--- config.mk ---
export PLATFORM = sky130hd
export DESIGN_NAME = dtlb_miss_handler
export DESIGN_NICKNAME = d
export VERILOG_FILES = /design/src/rtl/dtlb_pkg.sv /design/src/rtl/dtlb_miss_handler_round_robin_ptr.sv /design/src/rtl/dtlb_miss_handler.sv
export SDC_FILE = /design/constraint.sdc
export NUM_CORES = 1
export LEC_CHECK = 0
export ABC_CLOCK_PERIOD_IN_PS = 2000
export CORE_MARGIN = 2
export CORE_UTILIZATION = 60
export CTS_BUF_LIST = sky130_fd_sc_hd__clkbuf_16
export DETAILED_ROUTE_END_ITERATION = 16
export DONT_BUFFER_PORTS = 1
export GPL_TIMING_DRIVEN = 0
export PLACE_DENSITY = 0.75
export SLEW_MARGIN = 5
export SYNTH_ARGS = -nofsm -noshare
export SYNTH_HDL_FRONTEND = slang
export SYNTH_SLANG_ARGS = --single-unit
--- constraint.sdc ---
create_clock -name clk -period 2 [get_ports clk]
set_input_delay 0 -clock clk [delete_from_list [all_inputs] [get_ports clk]]
set_output_delay 0 -clock clk [all_outputs]
set_load 0.05 [all_outputs]
--- src/rtl/dtlb_pkg.sv ---
// rtl/dtlb_pkg.sv - shared data TLB definitions: PTE layout and refill walker states
package dtlb_pkg;

  localparam int PTE_WIDTH        = 16;
  localparam int PTE_VALID_BIT    = 15;
  localparam int PTE_PPN_LSB      = 0;
  localparam int PAGE_OFFSET_BITS = 7;

  typedef enum logic [1:0] {
    IDLE  = 2'd0,
    WALK  = 2'd1,
    FILL  = 2'd2,
    FAULT = 2'd3
  } walk_state_t;

  function automatic logic pte_valid(input logic [PTE_WIDTH-1:0] pte);
    return pte[PTE_VALID_BIT];
  endfunction

endpackage

--- src/rtl/dtlb_miss_handler_round_robin_ptr.sv ---
// rtl/dtlb_miss_handler_round_robin_ptr.sv - modulo-NUM_LINES victim counter with reset value
module round_robin_ptr #(
  parameter int NUM_LINES   = 4,
  parameter int RESET_VALUE = 0
) (
  input  logic                         clk,
  input  logic                         reset,
  input  logic                         enable,
  output logic [$clog2(NUM_LINES)-1:0] value
);

  localparam int IDX_W = $clog2(NUM_LINES);

  // NUM_LINES is a power of two, so the natural binary wrap is the modulo.
  always_ff @(posedge clk) begin
    if (reset) begin
      value <= IDX_W'(RESET_VALUE);
    end else if (enable) begin
      value <= value + IDX_W'(1);
    end
  end

endmodule

--- src/rtl/dtlb_miss_handler.sv ---
// rtl/dtlb_miss_handler.sv - data TLB refill engine: one-level PTE walk, fill or page fault
module dtlb_miss_handler
  import dtlb_pkg::*;
#(
  parameter int                    ADDR_WIDTH   = 16,
  parameter int                    VPN_WIDTH    = 9,
  parameter int                    NUM_LINES    = 4,
  parameter logic [ADDR_WIDTH-1:0] PT_BASE      = 16'h1000,
  parameter int                    VICTIM_RESET = 2
) (
  input  logic                         clk,
  input  logic                         reset,
  input  logic                         lookup_valid,
  input  logic                         is_hit,
  input  logic [VPN_WIDTH-1:0]         offending_vpn,
  output logic                         stall,
  output logic                         mem_req,
  output logic [ADDR_WIDTH-1:0]        mem_addr,
  input  logic                         mem_ack,
  input  logic [PTE_WIDTH-1:0]         mem_rdata,
  output logic                         fill_valid,
  output logic [$clog2(NUM_LINES)-1:0] fill_index,
  output logic [VPN_WIDTH-1:0]         fill_vpn,
  output logic [VPN_WIDTH-1:0]         fill_ppn,
  output logic                         page_fault,
  output logic [VPN_WIDTH-1:0]         fault_vpn,
  input  logic                         fault_ack
);

  localparam int IDX_W = $clog2(NUM_LINES);

  walk_state_t          state;
  logic [VPN_WIDTH-1:0] vpn_q;
  logic [IDX_W-1:0]     victim;
  logic                 unused_pte_bits;

  assign unused_pte_bits = ^mem_rdata[PTE_VALID_BIT-1:VPN_WIDTH];

  round_robin_ptr #(
    .NUM_LINES  (NUM_LINES),
    .RESET_VALUE(VICTIM_RESET)
  ) u_victim (
    .clk   (clk),
    .reset (reset),
    .enable(state == FILL),
    .value (victim)
  );

  // Combinational so the memory stage freezes in the very cycle the miss shows up.
  assign stall = (state != IDLE) | (lookup_valid & ~is_hit);

  always_ff @(posedge clk) begin
    if (reset) begin
      state      <= IDLE;
      vpn_q      <= '0;
      mem_req    <= 1'b0;
      mem_addr   <= '0;
      fill_valid <= 1'b0;
      fill_index <= '0;
      fill_vpn   <= '0;
      fill_ppn   <= '0;
      page_fault <= 1'b0;
      fault_vpn  <= '0;
    end else begin
      fill_valid <= 1'b0;
      case (state)
        IDLE: begin
          if (lookup_valid && !is_hit) begin
            vpn_q    <= offending_vpn;
            mem_addr <= PT_BASE + ADDR_WIDTH'({offending_vpn, 1'b0});
            mem_req  <= 1'b1;
            state    <= WALK;
          end
        end
        WALK: begin
          if (mem_ack) begin
            mem_req <= 1'b0;
            if (pte_valid(mem_rdata)) begin
              fill_valid <= 1'b1;
              fill_index <= victim;
              fill_vpn   <= vpn_q;
              fill_ppn   <= mem_rdata[PTE_PPN_LSB +: VPN_WIDTH];
              state      <= FILL;
            end else begin
              page_fault <= 1'b1;
              fault_vpn  <= vpn_q;
              state      <= FAULT;
            end
          end
        end
        FILL: state <= IDLE;
        FAULT: begin
          if (fault_ack) begin
            page_fault <= 1'b0;
            state      <= IDLE;
          end
        end
        default: state <= IDLE;
      endcase
    end
  end

endmodule

==> results of run 1 <==
critical path, delay by kind of cell (launching register included):
kind / cells / cell delay, ps
flops: 1 / 350
buf+inv: 3 / 940
simple gates: 2 / 320
compound gates: 1 / 170
cell type report:
cell class              count  area share (%)
flip-flops and latches     46            40.5
multi-input cells         148            30.6
repair buffers             34            14.8
plain buffers              20            5.62
clock buffers               5            5.51
well taps                  31            1.71
clock inverters             3            1.10
inverters                   1           0.165
worst paths after layout:
path	cells past startpoint	end	startpoint	slack (ps)
max reg2reg	6	vpn_q[3]	state[1]	140
min reg2reg	2	fill_index[1]	u_victim.value[1]	470
min	3	fill_vpn[6]	mem_rdata[15]	40
max	6	vpn_q[3]	state[1]	140
per-layer routing:
metal	global-route usage [%]	wire (um)	vias to the layer above
li1	-	-	761
met1	33.3	1810	738
met2	48.7	2310	81
met3	10.9	365	11
met4	12.0	82	0
met5	0	0	-
sequential cells by signal, summed over array words and instances, names as in the netlist:
name	count
u_victim.value	2
state	2
fault_vpn	9
mem_addr	2
fill_ppn	9
fill_vpn	9
page_fault	1
fill_index	2
mem_req	1
vpn_q	8
fill_valid	1
power groups by stage:
| stage | Sequential (mW) | Combinational, mW | Clock, mW |
|---|---|---|---|
| 2_1_floorplan | 1.04 | 0.113 | 0 |
| 3_3_place_gp | 1.04 | 0.128 | 0 |
| 3_5_place_dp | 1.04 | 0.132 | 0 |
| 4_1_cts | 1.02 | 0.180 | 0.844 |
| 5_1_grt | 1.02 | 0.204 | 0.876 |
| 6_report | 1.02 | 0.190 | 0.830 |
logic make-up after synthesis:
family | count (synthesis) | share of synthesized area, %
simple gates | 97 | 25.1
flops | 46 | 53.3
compound gates | 44 | 13.3
buf+inv | 21 | 7.60
xor+xnor | 1 | 0.507
other cells | 1 | 0.217
cell usage in the layout (no fill, tap or decap), types with 2 or more instances in the layout:
| cell type | count |
|---|---|
| sky130_fd_sc_hd__conb_1 | 6 |
| sky130_fd_sc_hd__a211oi_1 | 2 |
| sky130_fd_sc_hd__dfxtp_1 | 46 |
| sky130_fd_sc_hd__nor2_1 | 6 |
| sky130_fd_sc_hd__clkbuf_1 | 5 |
| sky130_fd_sc_hd__nor2b_1 | 3 |
| sky130_fd_sc_hd__a21oi_1 | 39 |
| sky130_fd_sc_hd__buf_6 | 2 |
| sky130_fd_sc_hd__clkbuf_16 | 5 |
| sky130_fd_sc_hd__dlygate4sd3_1 | 32 |
| sky130_fd_sc_hd__nand2b_1 | 2 |
| sky130_fd_sc_hd__buf_2 | 3 |
| sky130_fd_sc_hd__buf_4 | 11 |
| sky130_fd_sc_hd__nand2_1 | 78 |
repair_timing:
item | in CTS | in global routing
setup endpoints to repair | 0 | 9
endpoints found under the hold margin | 24 | 0
hold buffers | 32 | 0
buffers inserted | 0 | 2
==> flow_results.xml, run 1 <==
<?xml version="1.0" encoding="UTF-8"?>
<metrics>
  <group name="outcome">
    <metric name="outcome" unit="">finished, final reports clean</metric>
  </group>
  <group name="worst_setup_path">
    <metric name="crit_path_cell_trace" unit="">buf_6 -&gt; nor4b_4 -&gt; buf_4 -&gt; nand2_1 -&gt; dlygate4sd3_1 -&gt; a21oi_1</metric>
    <metric name="worst_ep_required_time" unit="ps">2210</metric>
    <metric name="crit_slowest_cell" unit="">sky130_fd_sc_hd__dlygate4sd3_1</metric>
    <metric name="critical_path_arrival" unit="ps">2070</metric>
    <metric name="cp_slowest_stage_delay" unit="ps">570</metric>
    <metric name="critPathCaptureType" unit="">register</metric>
    <metric name="crit_fanout" unit="">10</metric>
    <metric name="start_kind" unit="">register</metric>
    <metric name="criticalPathCategory" unit="">register to register</metric>
  </group>
  <group name="clock_network">
    <metric name="worst_skew_pair.late_latency" unit="ps">290</metric>
    <metric name="cts.repair.resized" unit="">0</metric>
    <metric name="maximum_clock_path_buffer_count" unit="">2</metric>
    <metric name="root_buffer" unit="">sky130_fd_sc_hd__clkbuf_16</metric>
    <metric name="sink_count" unit="">46</metric>
    <metric name="cts_buffers" unit="">5</metric>
    <metric name="h-tree-depth" unit="">2</metric>
    <metric name="clk_transition_reported_paths" unit="ps">70</metric>
    <metric name="tritoncts" unit="">built</metric>
  </group>
  <group name="power_and_ir_drop">
    <metric name="share_clk_of_total_power" unit="%">40.7</metric>
    <metric name="power.net_switching" unit="uW">552</metric>
    <metric name="power_switching_share" unit="%">27.0</metric>
    <metric name="worst_ir_drop_on_vdd" unit="mV">1.09</metric>
    <metric name="logic_pwr_share" unit="%">9.3</metric>
    <metric name="pint" unit="mW">1.49</metric>
    <metric name="powerDensity" unit="nW/um^2">899</metric>
    <metric name="seqPwrFrac" unit="%">50.0</metric>
    <metric name="total_leakage_power" unit="nW">0.813</metric>
    <metric name="p_total" unit="mW">2.04</metric>
  </group>
  <group name="drt">
    <metric name="drt-total-wl" unit="um">4570</metric>
    <metric name="post_drt_via_cell_ratio" unit="">5.52</metric>
    <metric name="wl_per_cell" unit="um">15.9</metric>
    <metric name="detail_route.iter0.violations" unit="">70</metric>
    <metric name="num_vias" unit="">1591</metric>
    <metric name="route.detailed.drc" unit="">0</metric>
    <metric name="drt-pass1-iter-count" unit="">4</metric>
    <metric name="drtAntennaViolNets" unit="">0</metric>
  </group>
  <group name="synth">
    <metric name="netlist_area" unit="sq um">1730</metric>
    <metric name="yosys-top-cells-count" unit="">sky130_fd_sc_hd__nand2_1, sky130_fd_sc_hd__dfxtp_1, sky130_fd_sc_hd__a21oi_1</metric>
    <metric name="syn_area_per_cell" unit="sq um">8.23</metric>
    <metric name="dominantRegCellSynth" unit="">sky130_fd_sc_hd__dfxtp_1</metric>
    <metric name="synth_top_cell_area_share" unit="%">53.3</metric>
    <metric name="synth_top_area_cells" unit="">sky130_fd_sc_hd__dfxtp_1, sky130_fd_sc_hd__nand2_1, sky130_fd_sc_hd__a21oi_1</metric>
    <metric name="ys_types" unit="">26</metric>
    <metric name="seq_cells_post_synth" unit="">46</metric>
    <metric name="synth_area_leader_cell" unit="">sky130_fd_sc_hd__dfxtp_1</metric>
    <metric name="netlist_instances" unit="">210</metric>
    <metric name="ys_async_sr_fraction" unit="%">0</metric>
    <metric name="synth_most_common_cell" unit="">sky130_fd_sc_hd__nand2_1</metric>
    <metric name="portion_of_the_post_synthesis_area_used_by_sequential_elements" unit="%">53.3</metric>
    <metric name="synth_enable_flop_cells" unit="">0</metric>
    <metric name="yosysWarningCount" unit="">0</metric>
  </group>
  <group name="cells_and_area">
    <metric name="drive_above_1_share" unit="%">10.1</metric>
    <metric name="multi_input_area" unit="sq um">696</metric>
    <metric name="layout-area-overhead-vs-synth" unit="%">31.4</metric>
    <metric name="layout.nets" unit="">287</metric>
    <metric name="fin_util" unit="%">82.4</metric>
    <metric name="register_area" unit="sq um">921</metric>
    <metric name="layout.filler_cells" unit="">168</metric>
    <metric name="layout.cells.non_filler" unit="">288</metric>
    <metric name="finish.instance_area" unit="sq um">2270</metric>
    <metric name="n_diodes" unit="">0</metric>
  </group>
  <group name="grt">
    <metric name="grt_use_total" unit="%">29.0</metric>
    <metric name="largest_net_degree_at_the_start_of_global_routing" unit="">17</metric>
    <metric name="globalRoute.totalOverflow" unit="">0</metric>
    <metric name="first_global_vias" unit="">1524</metric>
    <metric name="grt_pass1_wl" unit="um">7180</metric>
    <metric name="grt_antenna_before_repair" unit="">0</metric>
  </group>
  <group name="sta">
    <metric name="maxClockFrequency" unit="MHz">538</metric>
    <metric name="timing.final.crit_share" unit="%">92.9</metric>
    <metric name="drv_slew" unit="">0</metric>
    <metric name="post-route-worst-setup-slack" unit="ps">143</metric>
    <metric name="rsz0062_at_grt" unit="">no</metric>
    <metric name="summed_negative_setup_slack_over_all_endpoints" unit="ps">0</metric>
    <metric name="min_period" unit="ps">1860</metric>
    <metric name="hold_ws" unit="ps">38.0</metric>
    <metric name="timing.final.setup_violations" unit="">0</metric>
    <metric name="tightest_slew" unit="ps">612</metric>
    <metric name="final.setup_skew" unit="ps">3.18</metric>
    <metric name="worst_slew_margin_rel" unit="%">59.1</metric>
    <metric name="final-hold-violation-count" unit="">0</metric>
  </group>
  <group name="place">
    <metric name="dp_worst_setup_slack" unit="ps">588</metric>
    <metric name="placedCellCount" unit="">246</metric>
    <metric name="routabilityCongestion" unit="">0.767</metric>
    <metric name="hpwlAfterDp" unit="um">2750</metric>
    <metric name="cell_area_after_placement" unit="sq um">1790</metric>
    <metric name="portBuffers" unit="">0</metric>
  </group>
  <group name="floorplan">
    <metric name="floorplan.rows" unit="">19</metric>
    <metric name="floorplan.core_area" unit="sq um">2760</metric>
    <metric name="fp.dieH" unit="um">57.7</metric>
    <metric name="dieArea" unit="sq um">3330</metric>
    <metric name="i_o_pin_cnt" unit="">80</metric>
    <metric name="die_width" unit="um">57.7</metric>
    <metric name="initial_utilization" unit="%">62.7</metric>
  </group>
  <group name="min_path">
    <metric name="holdCritPathClass" unit="">input pin to register</metric>
  </group>
  <group name="job">
    <metric name="max-cap-violations" unit="">0</metric>
  </group>
</metrics>
Note: power is estimated with default switching activity, not from simulation.
==> run 2, diff against run 1 <==
Settings changed: REMOVE_ABC_BUFFERS set to 1.
==> flow_results.xml, run 2 (synthesis results as in run 1) <==
<?xml version="1.0" encoding="UTF-8"?>
<metrics>
  <group name="worst_setup_path">
    <metric name="crit_fanout" unit="">21</metric>
    <metric name="crit_family" unit="">simple AND/OR/NAND/NOR gates</metric>
    <metric name="r2r_end" unit="">fill_ppn[0]</metric>
    <metric name="critPathCaptureType" unit="">register</metric>
    <metric name="timing.reg2reg.worst_path_depth" unit="">3</metric>
    <metric name="start_kind" unit="">register</metric>
    <metric name="worst_ep_required_time" unit="ps">2160</metric>
    <metric name="critical_path_arrival" unit="ps">1980</metric>
    <metric name="criticalPathCategory" unit="">register to register</metric>
    <metric name="critPathBufInv" unit="">0</metric>
    <metric name="crit_path_cell_trace" unit="">nand4b_1 -&gt; nand2_1 -&gt; a21oi_1</metric>
    <metric name="r2r_setup_slk" unit="ps">180</metric>
    <metric name="cp_slowest_stage_delay" unit="ps">760</metric>
    <metric name="crit_slowest_cell" unit="">sky130_fd_sc_hd__nand4b_1</metric>
    <metric name="crit-reg2reg-launch" unit="">state[0]</metric>
  </group>
  <group name="floorplan">
    <metric name="floorplan.core_area" unit="sq um">2760</metric>
    <metric name="floorplan.rows" unit="">19</metric>
    <metric name="dieArea" unit="sq um">3330</metric>
    <metric name="die_width" unit="um">57.7</metric>
    <metric name="initial_utilization" unit="%">62.7</metric>
    <metric name="fp.dieH" unit="um">57.7</metric>
    <metric name="i_o_pin_cnt" unit="">80</metric>
  </group>
  <group name="clock_network">
    <metric name="clk_transition_reported_paths" unit="ps">60</metric>
    <metric name="cts_buffers" unit="">5</metric>
    <metric name="sink_count" unit="">46</metric>
    <metric name="worst_skew_pair.late_latency" unit="ps">270</metric>
    <metric name="h-tree-depth" unit="">2</metric>
    <metric name="cts.repair.resized" unit="">0</metric>
    <metric name="maximum_clock_path_buffer_count" unit="">2</metric>
    <metric name="root_buffer" unit="">sky130_fd_sc_hd__clkbuf_16</metric>
    <metric name="tritoncts" unit="">built</metric>
  </group>
  <group name="cells_and_area">
    <metric name="layout-area-overhead-vs-synth" unit="%">21.6</metric>
    <metric name="drive_above_1_share" unit="%">4.72</metric>
    <metric name="most_common_library_cell_in_the_layout_ignoring_fill_and_taps" unit="">sky130_fd_sc_hd__nand2_1</metric>
    <metric name="layout_common_cells" unit="">sky130_fd_sc_hd__nand2_1, sky130_fd_sc_hd__dfxtp_1, sky130_fd_sc_hd__a21oi_1, sky130_fd_sc_hd__dlygate4sd3_1</metric>
    <metric name="n_diodes" unit="">0</metric>
    <metric name="biggestRegsByFlops" unit="">fault_vpn (9), fill_ppn (9), fill_vpn (9)</metric>
    <metric name="layout.nets" unit="">263</metric>
  </group>
  <group name="outcome">
    <metric name="outcome" unit="">finished, final reports clean</metric>
  </group>
  <group name="min_path">
    <metric name="hold-path-endpoint" unit="">vpn_q[0]</metric>
    <metric name="holdCritPathClass" unit="">input pin to register</metric>
    <metric name="timing.hold.worst_path_depth" unit="">2</metric>
    <metric name="min-delay-start" unit="">reset</metric>
  </group>
  <group name="power_and_ir_drop">
    <metric name="total_leakage_power" unit="nW">0.732</metric>
    <metric name="powerDensity" unit="nW/um^2">922</metric>
    <metric name="worst_ir_drop_on_vdd" unit="mV">1.22</metric>
  </group>
  <group name="sta">
    <metric name="min_period" unit="ps">1820</metric>
    <metric name="hold_ws" unit="ps">21.4</metric>
    <metric name="timing.final.crit_share" unit="%">91.1</metric>
    <metric name="maxClockFrequency" unit="MHz">549</metric>
    <metric name="drv_slew" unit="">0</metric>
    <metric name="worst_slew_margin_rel" unit="%">40.8</metric>
    <metric name="summed_negative_setup_slack_over_all_endpoints" unit="ps">0</metric>
    <metric name="rsz0062_at_grt" unit="">no</metric>
    <metric name="final.setup_skew" unit="ps">2.82</metric>
    <metric name="timing.final.setup_violations" unit="">0</metric>
    <metric name="final-hold-violation-count" unit="">0</metric>
    <metric name="tightest_slew" unit="ps">883</metric>
  </group>
  <group name="place">
    <metric name="hpwlAfterDp" unit="um">2360</metric>
    <metric name="routabilityCongestion" unit="">0.766</metric>
    <metric name="portBuffers" unit="">0</metric>
  </group>
  <group name="drt">
    <metric name="wl_per_cell" unit="um">15.3</metric>
    <metric name="route.detailed.drc" unit="">0</metric>
    <metric name="drtAntennaViolNets" unit="">0</metric>
    <metric name="drt-total-wl" unit="um">4030</metric>
    <metric name="detail_route.iter0.violations" unit="">57</metric>
    <metric name="post_drt_via_cell_ratio" unit="">5.50</metric>
    <metric name="num_vias" unit="">1452</metric>
    <metric name="drt-pass1-iter-count" unit="">4</metric>
  </group>
  <group name="grt">
    <metric name="grt_antenna_before_repair" unit="">0</metric>
    <metric name="globalRoute.totalOverflow" unit="">0</metric>
    <metric name="grt_use_total" unit="%">25.4</metric>
    <metric name="grt_pass1_wl" unit="um">6400</metric>
    <metric name="globalRouteMet2Util" unit="%">45.3</metric>
    <metric name="gr-usage-met1" unit="%">28.2</metric>
    <metric name="first_global_vias" unit="">1430</metric>
    <metric name="largest_net_degree_at_the_start_of_global_routing" unit="">48</metric>
    <metric name="grtUsageMet3" unit="%">7.59</metric>
    <metric name="busiest_layer" unit="">met2</metric>
  </group>
  <group name="job">
    <metric name="max-cap-violations" unit="">0</metric>
  </group>
</metrics>
## run 2: cell count changes in the layout (fill, tap and decap cells not counted), sizes merged
cell | before | now
clkinvlp | 1 | 0
buf | 17 | 3
clkbuf | 10 | 5
dlygate4sd3 | 32 | 27
clkinv | 1 | 2
## run 2: per-layer routing
metal / part of all wire [%] / wire length [um]
met1: 38 / 1530
met2: 52 / 2090
met4: 1.0 / 42
met5: 0 / 0
met3: 9.1 / 366
## run 2: stage by stage
step	area [sq um]	setup slack [ps]	instances	total power, mW	util, %
global placement	1660	273	226	1.13	60.2
detailed placement	1660	131	226	1.14	60.2
global route	2100	16.8	264	2.00	76.2
CTS	2090	45.9	262	1.95	75.7
floorplan	1620	623	195	1.12	-
finish	2100	178	264	1.94	76.2
## run 2: how the worst max path moves through the flow
stage	start	to	slack (ps)	cells after the start
after floorplan	state[0]	fill_index[0]	620	3
after global placement	state[0]	fill_index[0]	270	3
after detailed placement	state[0]	fill_ppn[3]	130	3
after CTS	state[0]	vpn_q[4]	50	4
after global routing	state[0]	fill_ppn[8]	20	3
final	state[0]	fill_ppn[0]	180	3
## run 2: worst register-to-register path, delay by kind of cell, from the launching register on
family | cells | cell delay, ps
flops | 1 | 560
compound gates | 1 | 90
simple gates | 2 | 1060
## run 2: area by class of cell
type / instances / area, sq um
Multi-Input combinational cell: 148 / 696
Sequential cell: 46 / 921
Timing Repair Buffer: 30 / 305
Clock inverter: 3 / 12.5
Inverter: 1 / 3.75
Fill cell: 201 / 656
Tap cell: 31 / 38.8
Clock buffer: 5 / 125
## run 2: what timing repair did
| item | 4_1_cts | 5_1_grt |
|---|---|---|
| hold buffers | 28 | 0 |
| buffers inserted | 0 | 2 |
| endpoints found under the setup margin | 0 | 6 |
| hold endpoints to repair | 46 | 0 |
## run 2: power by group
group,internal (mW),switching [mW],total (mW)
combinational,0.0643,0.0922,0.156
sequential,0.938,0.0885,1.03
clock,0.451,0.304,0.755
==> run 3, diff against run 2 <==
Settings changed: CORE_UTILIZATION 60 to 25, PLACE_DENSITY 0.75 to 0.37.
==> flow_results.xml, run 3 (synthesis results as in run 1) <==
<?xml version="1.0" encoding="UTF-8"?>
<metrics>
  <group name="min_path">
    <metric name="min-delay-start" unit="">reset</metric>
    <metric name="timing.hold.worst_path_depth" unit="">2</metric>
    <metric name="hold-path-endpoint" unit="">fill_valid</metric>
    <metric name="holdCritPathClass" unit="">input pin to register</metric>
  </group>
  <group name="cells_and_area">
    <metric name="biggestRegsByFlops" unit="">fault_vpn (9), fill_ppn (9), fill_vpn (9)</metric>
    <metric name="fin_util" unit="%">31.6</metric>
    <metric name="layout.filler_cells" unit="">735</metric>
    <metric name="n_diodes" unit="">0</metric>
    <metric name="layout-area-overhead-vs-synth" unit="%">23.6</metric>
    <metric name="layout.nets" unit="">257</metric>
    <metric name="drive_above_1_share" unit="%">4.85</metric>
    <metric name="most_common_library_cell_in_the_layout_ignoring_fill_and_taps" unit="">sky130_fd_sc_hd__nand2_1</metric>
    <metric name="layout_common_cells" unit="">sky130_fd_sc_hd__nand2_1, sky130_fd_sc_hd__dfxtp_1, sky130_fd_sc_hd__a21oi_1, sky130_fd_sc_hd__dlygate4sd3_1</metric>
    <metric name="layout.cells.non_filler" unit="">307</metric>
  </group>
  <group name="clock_network">
    <metric name="clk_transition_reported_paths" unit="ps">70</metric>
    <metric name="worst_skew_pair.late_latency" unit="ps">290</metric>
    <metric name="h-tree-depth" unit="">2</metric>
    <metric name="sink_count" unit="">46</metric>
    <metric name="cts_buffers" unit="">5</metric>
    <metric name="root_buffer" unit="">sky130_fd_sc_hd__clkbuf_16</metric>
    <metric name="setup_repair_bufs_after_cts" unit="">0</metric>
    <metric name="maximum_clock_path_buffer_count" unit="">2</metric>
    <metric name="tritoncts" unit="">built</metric>
  </group>
  <group name="grt">
    <metric name="grt_pass1_wl" unit="um">7310</metric>
    <metric name="grt_use_total" unit="%">13.2</metric>
    <metric name="grt_antenna_before_repair" unit="">0</metric>
    <metric name="largest_net_degree_at_the_start_of_global_routing" unit="">48</metric>
    <metric name="globalRoute.totalOverflow" unit="">0</metric>
    <metric name="first_global_vias" unit="">1302</metric>
  </group>
  <group name="sta">
    <metric name="summed_negative_setup_slack_over_all_endpoints" unit="ps">0</metric>
    <metric name="final-hold-violation-count" unit="">0</metric>
    <metric name="drv_slew" unit="">0</metric>
    <metric name="timing.final.crit_share" unit="%">85.4</metric>
    <metric name="maxClockFrequency" unit="MHz">585</metric>
    <metric name="post-route-worst-setup-slack" unit="ps">291</metric>
    <metric name="rsz0062_at_grt" unit="">no</metric>
    <metric name="tightest_slew" unit="ps">705</metric>
    <metric name="min_period" unit="ps">1710</metric>
    <metric name="final.setup_skew" unit="ps">7.05</metric>
    <metric name="worst_slew_margin_rel" unit="%">52.8</metric>
    <metric name="timing.final.setup_violations" unit="">0</metric>
  </group>
  <group name="worst_setup_path">
    <metric name="crit_slowest_cell" unit="">sky130_fd_sc_hd__dfxtp_1</metric>
    <metric name="criticalPathCategory" unit="">register to register</metric>
    <metric name="crit-reg2reg-launch" unit="">state[0]</metric>
    <metric name="crit_family" unit="">simple AND/OR/NAND/NOR gates</metric>
    <metric name="crit_fanout" unit="">12</metric>
    <metric name="r2r_setup_slk" unit="ps">290</metric>
    <metric name="timing.reg2reg.worst_path_depth" unit="">3</metric>
    <metric name="critPathCaptureType" unit="">register</metric>
    <metric name="critPathBufInv" unit="">0</metric>
    <metric name="start_kind" unit="">register</metric>
    <metric name="critical_path_arrival" unit="ps">1880</metric>
    <metric name="crit_path_cell_trace" unit="">nand4b_1 -&gt; nand2_1 -&gt; a21oi_1</metric>
    <metric name="worst_ep_required_time" unit="ps">2170</metric>
    <metric name="cp_slowest_stage_delay" unit="ps">640</metric>
    <metric name="r2r_end" unit="">fill_ppn[3]</metric>
  </group>
  <group name="power_and_ir_drop">
    <metric name="p_total" unit="mW">2.13</metric>
    <metric name="powerDensity" unit="nW/um^2">996</metric>
    <metric name="worst_ir_drop_on_vdd" unit="mV">0.301</metric>
    <metric name="total_leakage_power" unit="nW">0.724</metric>
  </group>
  <group name="place">
    <metric name="hpwlAfterDp" unit="um">2780</metric>
    <metric name="portBuffers" unit="">0</metric>
    <metric name="placedCellCount" unit="">275</metric>
    <metric name="dp_worst_setup_slack" unit="ps">-66.6</metric>
    <metric name="routabilityCongestion" unit="">0.615</metric>
  </group>
  <group name="drt">
    <metric name="num_vias" unit="">1404</metric>
    <metric name="drtAntennaViolNets" unit="">0</metric>
    <metric name="wl_per_cell" unit="um">16.1</metric>
    <metric name="drt-pass1-iter-count" unit="">4</metric>
    <metric name="drt-total-wl" unit="um">4940</metric>
    <metric name="post_drt_via_cell_ratio" unit="">4.57</metric>
    <metric name="detail_route.iter0.violations" unit="">51</metric>
    <metric name="route.detailed.drc" unit="">0</metric>
  </group>
  <group name="floorplan">
    <metric name="floorplan.core_area" unit="sq um">6760</metric>
    <metric name="dieArea" unit="sq um">7600</metric>
    <metric name="initial_utilization" unit="%">25.6</metric>
    <metric name="die_width" unit="um">87.2</metric>
    <metric name="floorplan.rows" unit="">30</metric>
    <metric name="i_o_pin_cnt" unit="">80</metric>
    <metric name="fp.dieH" unit="um">87.2</metric>
  </group>
  <group name="job">
    <metric name="max-cap-violations" unit="">0</metric>
  </group>
  <group name="outcome">
    <metric name="outcome" unit="">finished, final reports clean</metric>
  </group>
</metrics>
[run 3: cell count changes in the layout (fill, tap and decap cells not counted)]
cell / previous run / this run
sky130_fd_sc_hd__nand4b_1: 1 / 2
sky130_fd_sc_hd__clkinvlp_4: 0 / 1
sky130_fd_sc_hd__and4b_1: 1 / 0
sky130_fd_sc_hd__bufinv_16: 0 / 1
sky130_fd_sc_hd__dlygate4sd3_1: 27 / 22
sky130_fd_sc_hd__buf_4: 2 / 0
sky130_fd_sc_hd__and4b_2: 0 / 1
sky130_fd_sc_hd__clkinv_1: 1 / 0
sky130_fd_sc_hd__clkinv_2: 1 / 0
[run 3: where the power goes]
part / internal [mW] / leakage [nW] / total [mW] / switching (mW)
Sequential: 0.937 / 0.373 / 1.03 / 0.0906
Combinational: 0.0568 / 0.270 / 0.151 / 0.0939
Clock: 0.586 / 0.0812 / 0.950 / 0.365
Total: 1.58 / 0.724 / 2.13 / 0.549
[run 3: per-stage QoR]
stage                     hold slack [ps]  cell area, sq um
final                                15.5              2140
after global routing                 32.3              2140
after CTS                            21.6              2140
after detailed placement             75.1              1720
after global placement               72.6              1720
after floorplan                      69.1              1620
[run 3: worst max-delay path by stage]
stage          startpoint            end  depth (start not counted)
5_1_grt          state[0]    fill_vpn[4]                          3
4_1_cts          state[0]  fill_index[0]                          3
2_1_floorplan    state[0]  fill_index[0]                          3
3_5_place_dp     state[0]    fill_ppn[1]                          3
3_3_place_gp     state[0]    fill_vpn[4]                          3
6_report         state[0]    fill_ppn[3]                          3
[run 3: layer usage]
| layer | GRT usage (%) | vias to the layer above | wire, um |
|---|---|---|---|
| met2 | 20.8 | 49 | 2280 |
| met5 | 0 | - | 0 |
| met1 | 15.7 | 639 | 2150 |
| met4 | 5.87 | 0 | 100 |
| met3 | 5.50 | 9 | 407 |
| li1 | - | 707 | - |
[run 3: area by class of cell]
cell class,instances,area [sq um],share of cell area (%)
inverter,1,3.75,0.176
clock buffer,5,125,5.85
tap,80,100,4.68
timing repair buffer,23,240,11.2
clock inverter,3,41.3,1.93
multi-input combinational,149,706,33.0
sequential,46,921,43.1
[run 3: repair_timing]
action                                  4_1_cts  5_1_grt
hold buffers                                 23        0
hold endpoints to repair                     46        0
pin swaps                                     1        0
endpoints found under the setup margin       20        5
gates cloned                                  1        0
gates resized for setup                       0        1
